===== src/rtl/mav_pkg.sv =====
`default_nettype none
// +--------------------------------------------------------------------+
// | mav_pkg                                                            |
// | Shared types and defaults for the moving-average unit and its      |
// | input conditioner.                                                 |
// | Revision: 1.0                                                      |
// +--------------------------------------------------------------------+
package mav_pkg;

  localparam int unsigned DW_DEFAULT = 16;

  typedef enum logic [1:0] {
    ST_IDLE         = 2'd0,
    ST_PRESS_WAIT   = 2'd1,
    ST_HELD         = 2'd2,
    ST_RELEASE_WAIT = 2'd3
  } state_t;

endpackage
`default_nettype wire


===== src/rtl/sync2.sv =====
`default_nettype none
// +--------------------------------------------------------------------+
// | sync2                                                              |
// | Parameterised-width two-flop synchroniser, async active-high reset.|
// | Revision: 1.0                                                      |
// +--------------------------------------------------------------------+
module sync2 #(
  parameter int W = 1
) (
  input  logic         clk,
  input  logic         rst,
  input  logic [W-1:0] i_d,
  output logic [W-1:0] o_q
);

  logic [W-1:0] r_meta;
  logic [W-1:0] r_sync;

  always_ff @(posedge clk or posedge rst) begin
    if (rst) begin
      r_meta <= '0;
      r_sync <= '0;
    end else begin
      r_meta <= i_d;
      r_sync <= r_meta;
    end
  end

  assign o_q = r_sync;

endmodule
`default_nettype wire


===== src/rtl/mav_input_cond.sv =====
`default_nettype none
// +--------------------------------------------------------------------+
// | mav_input_cond                                                     |
// | Synchronises and debounces a push-button and samples the switch    |
// | word, emitting a one-cycle en strobe with registered d for MAV.    |
// | Optional auto-repeat while held: MAV_INPUT_COND_REPEAT_EN.         |
// | Revision: 1.0                                                      |
// +--------------------------------------------------------------------+
module mav_input_cond
  import mav_pkg::*;
#(
  parameter int DW            = DW_DEFAULT,
  parameter int DB_CYCLES     = 4,
  parameter int CW            = 8,
  parameter int REPEAT_CYCLES = 16
) (
  input  logic          clk,
  input  logic          rst,
  input  logic          btn,
  input  logic [DW-1:0] sw,
  output logic          en,
  output logic [DW-1:0] d,
  output logic          busy,
  output logic [CW-1:0] sample_cnt
);

  localparam int CNT_W = $clog2(DB_CYCLES);
  localparam logic [CNT_W-1:0] c_DB_LAST = CNT_W'(DB_CYCLES - 1);
  localparam logic [CNT_W-1:0] c_CNT_ONE = CNT_W'(1);

  if (DB_CYCLES < 2 || REPEAT_CYCLES < 2) begin : g_bad_param
    $error("mav_input_cond: DB_CYCLES and REPEAT_CYCLES must be at least 2");
  end

  logic          w_btn_s;
  logic [DW-1:0] w_sw_s;

  sync2 #(.W(1)) u_sync_btn (
    .clk (clk),
    .rst (rst),
    .i_d (btn),
    .o_q (w_btn_s)
  );

  sync2 #(.W(DW)) u_sync_sw (
    .clk (clk),
    .rst (rst),
    .i_d (sw),
    .o_q (w_sw_s)
  );

  state_t          r_state;
  logic [CNT_W-1:0] r_cnt;
  logic            r_en;
  logic [DW-1:0]   r_d;
  logic            r_busy;
  logic [CW-1:0]   r_sample_cnt;

`ifdef MAV_INPUT_COND_REPEAT_EN
  localparam int RPT_W = $clog2(REPEAT_CYCLES);
  localparam logic [RPT_W-1:0] c_RPT_LAST = RPT_W'(REPEAT_CYCLES - 1);
  logic [RPT_W-1:0] r_rpt;
`endif

  always_ff @(posedge clk or posedge rst) begin
    if (rst) begin
      r_state      <= ST_IDLE;
      r_cnt        <= '0;
      r_en         <= 1'b0;
      r_d          <= '0;
      r_busy       <= 1'b0;
      r_sample_cnt <= '0;
`ifdef MAV_INPUT_COND_REPEAT_EN
      r_rpt        <= '0;
`endif
    end else begin
      r_en <= 1'b0;
`ifdef MAV_INPUT_COND_REPEAT_EN
      // Cleared outside HELD so every entry to HELD starts a fresh period.
      r_rpt <= '0;
`endif
      case (r_state)
        ST_IDLE: begin
          if (w_btn_s) begin
            r_state <= ST_PRESS_WAIT;
            r_busy  <= 1'b1;
            r_cnt   <= c_CNT_ONE;
          end else begin
            r_cnt <= '0;
          end
        end
        ST_PRESS_WAIT: begin
          if (!w_btn_s) begin
            r_state <= ST_IDLE;
            r_busy  <= 1'b0;
            r_cnt   <= '0;
          end else if (r_cnt == c_DB_LAST) begin
            r_state      <= ST_HELD;
            r_cnt        <= '0;
            r_en         <= 1'b1;
            r_d          <= w_sw_s;
            r_sample_cnt <= r_sample_cnt + CW'(1);
          end else begin
            r_cnt <= r_cnt + c_CNT_ONE;
          end
        end
        ST_HELD: begin
          if (!w_btn_s) begin
            r_state <= ST_RELEASE_WAIT;
            r_cnt   <= c_CNT_ONE;
          end
`ifdef MAV_INPUT_COND_REPEAT_EN
          else if (r_rpt == c_RPT_LAST) begin
            r_en         <= 1'b1;
            r_d          <= w_sw_s;
            r_sample_cnt <= r_sample_cnt + CW'(1);
          end else begin
            r_rpt <= r_rpt + RPT_W'(1);
          end
`endif
        end
        ST_RELEASE_WAIT: begin
          if (w_btn_s) begin
            r_state <= ST_HELD;
            r_cnt   <= '0;
          end else if (r_cnt == c_DB_LAST) begin
            r_state <= ST_IDLE;
            r_busy  <= 1'b0;
            r_cnt   <= '0;
          end else begin
            r_cnt <= r_cnt + c_CNT_ONE;
          end
        end
        default: begin
          r_state <= ST_IDLE;
          r_busy  <= 1'b0;
          r_cnt   <= '0;
        end
      endcase
    end
  end

  assign en         = r_en;
  assign d          = r_d;
  assign busy       = r_busy;
  assign sample_cnt = r_sample_cnt;

endmodule
`default_nettype wire


===== config.mk =====
export PLATFORM = sky130hd
export DESIGN_NAME = mav_input_cond
export DESIGN_NICKNAME = d
export VERILOG_FILES = /design/src/rtl/mav_pkg.sv /design/src/rtl/sync2.sv /design/src/rtl/mav_input_cond.sv
export SDC_FILE = /design/constraint.sdc
export NUM_CORES = 1
export LEC_CHECK = 0
export ABC_AREA = 1
export CAP_MARGIN = 10
export CORE_MARGIN = 4
export CORE_UTILIZATION = 47
export CTS_BUF_LIST = sky130_fd_sc_hd__clkbuf_4 sky130_fd_sc_hd__clkbuf_8
export DETAILED_ROUTE_END_ITERATION = 12
export HOLD_SLACK_MARGIN = 0.12
export PLACE_DENSITY = 0.87
export SYNTH_ARGS = -nofsm -noshare
export SYNTH_HDL_FRONTEND = slang
export SYNTH_SLANG_ARGS = --single-unit

===== constraint.sdc =====
create_clock -name clk -period 2.09 [get_ports clk]
set_clock_uncertainty 0.15 [all_clocks]
set_input_delay 0.3135 -clock clk [delete_from_list [all_inputs] [get_ports clk]]
set_output_delay 0.3135 -clock clk [all_outputs]
set_load 0.01 [all_outputs]

==> metrics.md, run 1 <==
| Metric | Value |
|---|---|
| Minimum clock period | `between 1500 and 2000 ps` |
| RSZ-0062 raised after global routing | `no` |
| Initial drt markers | `between 70 and 80` |
| Max transition margin | `0.774` |
| H-tree depth | `3` |
| Psw | `around 840 uW` |
| Avg Inst Size Synth | `11.7 um^2` |
| Synth warnings | `0` |
| Initial antenna violation count | `0` |
| Largest area contributor in the netlist | `dfrtp_1` |
| Die Area | `0.00571 mm^2` |
| Internal power | `between 2000 and 2500 uW` |
| Synth top area share | `0.746` |
| Max VDD drop | `between 500 and 600 uV` |
| Area contributors post-synth | `dfrtp_1 75%, nand2_1 14%, inv_1 1.7%` |
| Sw frac | `0.266` |
| Syn Inst Count | `between 150 and 200` |
| Via-per-instance ratio | `around 4.7` |
| Sequential element share of the synthesized area | `0.746` |
| Slew @ Worst Pin | `338 ps` |
| Critical Path RT | `1630 ps` |
| Seq pwr share | `0.505` |
| Num CTS Buffers | `9` |
| Kind of cell adding the most delay to the critical path | `buffers and inverters` |
| Worst path bufs/invs | `1` |
| Synth unique cells | `19` |
| Via Count | `1356` |
| Largest net degree at the start of global routing | `65` |
| Starting Density | `0.490` |
| CTS root buffer | `clkbuf_8` |
| Final setup viols | `0` |
| Slowest stage delay, CP | `about 560 ps` |
| TritonCTS clock tree | `yes` |
| CP Class | `register to primary output` |
| # diodes | `0` |
| Gate power share | `0.218` |
| Status | `complete, no violations` |
| Area delta synth->final | `31.0%` |
| Syn Nets | `about 210` |
| Ports | `45` |
| Die Height | `75.6 um` |
| Critical path data arrival time | `roughly 1300 ps` |
| GP Congestion | `~0.73` |
| CP endpoint kind | `primary output` |
| Clk buf depth | `2` |
| Fmax | `~0.56 GHz` |
| 1st-pass router iterations | `4` |
| Power per standard cell area | `~1100 mW/mm^2` |
| First-pass GRT wire length | `about 5.5 mm` |
| Layout cells sized above 1 | `0.0837` |
| Peak fanout along the critical path | `4` |
| Period utilisation layout | `0.848` |
| Crit-path slowest cell | `clkdlybuf4s50_1` |
| Port Buffers | `between 40 and 50` |
| Fillers | `around 330` |
| Leakage | `~0.0014 uW` |
| Max-Cap Viols | `0` |
| Clk network pwr share | `0.276` |
| Final-report max-slew violation count | `0` |
| Drt wl/cell | `roughly 12 um` |
| Post-CTS setup buffer count | `0` |
| Vias in the first global route | `~1300` |
| Worst-skew pair later-pin latency | `approximately 330 ps` |
| GRT Util Overall | `0.136` |
| Hold Crit Class | `register to register` |
| Core ar. | `between 0.004 and 0.005 mm^2` |
| WL final | `approximately 3.4 mm` |
| CTS sink cnt | `64` |
| Worst-path clk slew | `60 ps` |
| DP HPWL | `approximately 2.4 mm` |
| Final Instance Area | `~0.0028 mm^2` |
| Die W | `between 70 and 80 um` |
| GRT overflow | `0` |
| Setup TNS | `0 ps` |
| PostCTS Resize Cnt | `0` |
| Placed cell areas | `0.00265 mm^2` |
| Final nets | `~260` |
| Post-CTS Hold Buffers | `0` |
| DRC | `0` |
| Placement Rows | `24` |
| Antenna-violating nets left | `0` |
| Critical path launch point type | `register` |
| Synthesis-stage register bit count | `64` |
| Crit-path cells | `clkdlybuf4s50_1` |
| Post-Syn Area | `roughly 0.0021 mm^2` |
| Final Hold Vio Count | `0` |
path summary, 6_finish.rpt:
kind / from / to / slack [ps] / cells after the start
max: sample_cnt[2]$_DFFE_PP0P_ / sample_cnt[2] / 320 / 1
min: u_sync_sw.r_meta[10]$_DFF_PP0_ / u_sync_sw.o_q[10]$_DFF_PP0_ / 190 / 0
max reg2reg: r_cnt[0]$_DFFE_PP0P_ / d[3]$_DFFE_PP0P_ / 470 / 5
min reg2reg: u_sync_sw.r_meta[10]$_DFF_PP0_ / u_sync_sw.o_q[10]$_DFF_PP0_ / 190 / 0
max in group asynchronous: rst / d[11]$_DFFE_PP0P_ / 1310 / 3
min in group asynchronous: rst / u_sync_sw.r_meta[14]$_DFF_PP0_ / 210 / 3
cell families after synthesis:
family / share of synthesized area
simple gates: 0.171
flops: 0.746
buf+inv: 0.0344
compound gates: 0.0210
xor+xnor: 0.0163
fa+ha+maj: 0.0117
cell usage after synthesis:
library cell	number
inv_2	1
nand3_1	3
nand2_1	78
nand3b_1	1
nor3_1	1
nand4_4	1
o22ai_1	1
nor2_1	5
a21oi_1	3
a31oi_1	1
ha_1	2
inv_1	10
o21ai_0	2
o211ai_1	1
xor2_1	4
dfrtp_1	64
buf_4	3
buf_2	2
nor2_2	1
cells in the final DEF (no fill, tap or decap), drive strengths merged:
master         count
nand2             78
dfrtp             64
clkdlybuf4s50     44
clkbuf            13
inv               11
nor2               6
xor2               4
a21oi              3
nand3              3
o21ai              2
ha                 2
buf                2
nand4              1
nand3b             1
nor3               1
o211ai             1
o22ai              1
a31oi              1
clkinv             1
sequential cells by signal, summed over array words and instances (netlist names), named ones only:
| register | flops |
|---|---|
| u_sync_sw.r_meta | 16 |
| u_sync_btn.r_meta | 1 |
| r_cnt | 2 |
| en | 1 |
| d | 16 |
| u_sync_sw.o_q | 16 |
| r_state | 1 |
| busy | 1 |
| sample_cnt | 8 |
| u_sync_btn.o_q | 1 |
power groups by stage:
stage	registers, uW	clock network (uW)	logic [uW]
after CTS	1610	911	709
after global placement	1620	0	678
after detailed placement	1630	0	710
final	1600	876	692
after global routing	1630	961	768
after floorplan	1650	0	272
stage by stage:
stage / std cells / power [uW] / setup slack, ps / hold WS (ps) / utilization
final: 291 / 3170 / 317 / 195 / 0.642
after global routing: 291 / 3360 / 257 / 204 / 0.642
after CTS: 291 / 3230 / 290 / 197 / 0.642
after detailed placement: 277 / 2340 / 486 / 185 / 0.604
after global placement: 277 / 2300 / 539 / 181 / 0.604
after floorplan: 184 / 1920 / 28.4 / 181 / -
final cells by class:
| cell class | count | area (um^2) | area share |
|---|---|---|---|
| Inverter | 11 | 41.3 | 0.0147 |
| Clock buffer | 13 | 160 | 0.0569 |
| Timing Repair Buffer | 46 | 468 | 0.166 |
| Multi-Input combinational cell | 104 | 472 | 0.168 |
| Sequential cell | 64 | 1600 | 0.569 |
| Tap cell | 52 | 65.1 | 0.0231 |
| Clock inverter | 1 | 5.00 | 0.00178 |
layer usage:
layer | share of wire | global-route usage
met4 | 0.024 | 0.0990
met3 | 0.062 | 0.0435
met1 | 0.40 | 0.151
met5 | 0 | 0
met2 | 0.51 | 0.219
Power figures use the tool's default switching activity.
==> run 2: changes to the inputs <==
==> constraint.sdc (replaced) <==
create_clock -name clk -period 1.5 [get_ports clk]
set_clock_uncertainty 0.15 [all_clocks]
set_input_delay 0.225 -clock clk [delete_from_list [all_inputs] [get_ports clk]]
set_output_delay 0.225 -clock clk [all_outputs]
set_load 0.01 [all_outputs]
==> metrics.md, run 2 (synthesis results as in run 1) <==
| Metric | Value |
|---|---|
| Via-per-instance ratio | `4.69` |
| WL final | `between 3 and 4 mm` |
| Slowest stage delay, CP | `420 ps` |
| Post-Place Worst Slack | `-21.7 ps` |
| Vias in the first global route | `approximately 1400` |
| DRC | `0` |
| Setup TNS | `0 ps` |
| Most frequent cells in the layout | `78 x nand2_1, 64 x dfrtp_1, 26 x dlygate4sd2_1` |
| TritonCTS clock tree | `yes` |
| Max-Cap Viols | `0` |
| CTS sink cnt | `64` |
| Die W | `about 76 um` |
| # diodes | `0` |
| Drt wl/cell | `roughly 12 um` |
| Antenna-violating nets left | `0` |
| Port Buffers | `44` |
| Final Hold Vio Count | `0` |
| GRT Util Overall | `0.152` |
| GP Congestion | `roughly 0.69` |
| Smallest setup slack after layout | `64.3 ps` |
| 1st-pass router iterations | `4` |
| Kind of cell adding the most delay to the critical path | `flip-flops` |
| Initial antenna violation count | `0` |
| Total Power | `approximately 4400 uW` |
| Max transition margin | `0.788` |
| Initial drt markers | `51` |
| Final nets | `between 200 and 300` |
| Leakage | `0.00152 uW` |
| Worst reg-to-reg setup slack | `90 ps` |
| Die Area | `0.00571 mm^2` |
| Hold Crit Class | `primary input to register` |
| Peak fanout along the critical path | `4` |
| Max VDD drop | `~770 uV` |
| GRT overflow | `0` |
| Num CTS Buffers | `9` |
| Critical path launch point type | `register` |
| Die Height | `75.6 um` |
| First-pass GRT wire length | `slightly above 6 mm` |
| CTS root buffer | `clkbuf_8` |
| Via Count | `1401` |
| Fillers | `between 300 and 400` |
| Worst path bufs/invs | `1` |
| RSZ-0062 raised after global routing | `yes` |
| Status | `complete, no violations` |
| Minimum clock period | `between 1000 and 1500 ps` |
| Final setup viols | `0` |
| Core ar. | `approximately 0.0044 mm^2` |
| Worst-skew pair later-pin latency | `roughly 330 ps` |
| H-tree depth | `3` |
| Largest net degree at the start of global routing | `31` |
| Commonest non-fill, non-tap cell in the layout | `nand2_1` |
| Power per standard cell area | `1530 mW/mm^2` |
| Critical Path RT | `1120 ps` |
| Layout cells sized above 1 | `0.117` |
| CP Class | `register to primary output` |
| Final-report max-slew violation count | `0` |
| Crit-path cells | `dlygate4sd2_1` |
| Placement Rows | `24` |
| DP HPWL | `~2.5 mm` |
| Area delta synth->final | `34.7%` |
| CP endpoint kind | `primary output` |
| Fmax | `roughly 0.7 GHz` |
| Period utilisation layout | `0.957` |
| Ports | `between 40 and 50` |
| Clk buf depth | `2` |
| Slew @ Worst Pin | `~320 ps` |
| Crit-path slowest cell | `dfrtp_1` |
| Worst-path clk slew | `roughly 70 ps` |
| Critical path data arrival time | `approximately 1100 ps` |
| Starting Density | `0.490` |
run 2: worst paths after layout:
check                      cells after the start                      startpoint                        endpoint
setup / recovery                               1       sample_cnt[1]$_DFFE_PP0P_                   sample_cnt[1]
hold / removal                                 1                          sw[15]  u_sync_sw.r_meta[15]$_DFF_PP0_
setup reg to reg                               5            r_cnt[0]$_DFFE_PP0P_                d[9]$_DFFE_PP0P_
hold reg to reg                                0  u_sync_sw.r_meta[12]$_DFF_PP0_     u_sync_sw.o_q[12]$_DFF_PP0_
max in group asynchronous                      4                             rst                d[2]$_DFFE_PP0P_
min in group asynchronous                      3                             rst                d[7]$_DFFE_PP0P_
run 2: area by class of cell:
cell class,instances,area [um^2],share of cell area
repair buffers,54,510,0.177
inverters,11,47.5,0.0164
flip-flops and latches,64,1600,0.554
multi-input cells,104,487,0.168
well taps,52,65.1,0.0225
clock buffers,14,180,0.0623
run 2: through the flow:
| stage | utilization | cell area, um^2 | hold WS [ps] | cells |
|---|---|---|---|---|
| finish | 0.660 | 2890 | 187 | 299 |
| global route | 0.660 | 2890 | 168 | 299 |
| CTS | 0.657 | 2880 | 167 | 299 |
| detailed placement | 0.613 | 2690 | 185 | 280 |
| global placement | 0.613 | 2690 | 182 | 280 |
| floorplan | - | 2150 | 106 | 184 |
run 2: power breakdown:
part	leakage [uW]	internal, uW	switching [uW]
combinational	0.000631	435	467
clock	0.0000955	755	555
sequential	0.000792	2030	186
run 2: what timing repair did:
action                     in CTS  in global routing
setup buffers                   4                  0
hold endpoints to repair       10                  0
setup endpoints to repair      46                  8
hold buffers                    1                  0
resized for setup              28                  2
pin swaps                       0                  0
run 2: layer usage:
layer	part of all wire	up-vias	routed length (um)	global-route usage
met5	0	-	0	0
met4	0.024	0	89	0.113
met3	0.050	7	183	0.0409
met2	0.52	34	1910	0.246
met1	0.40	677	1470	0.173
li1	-	683	-	-
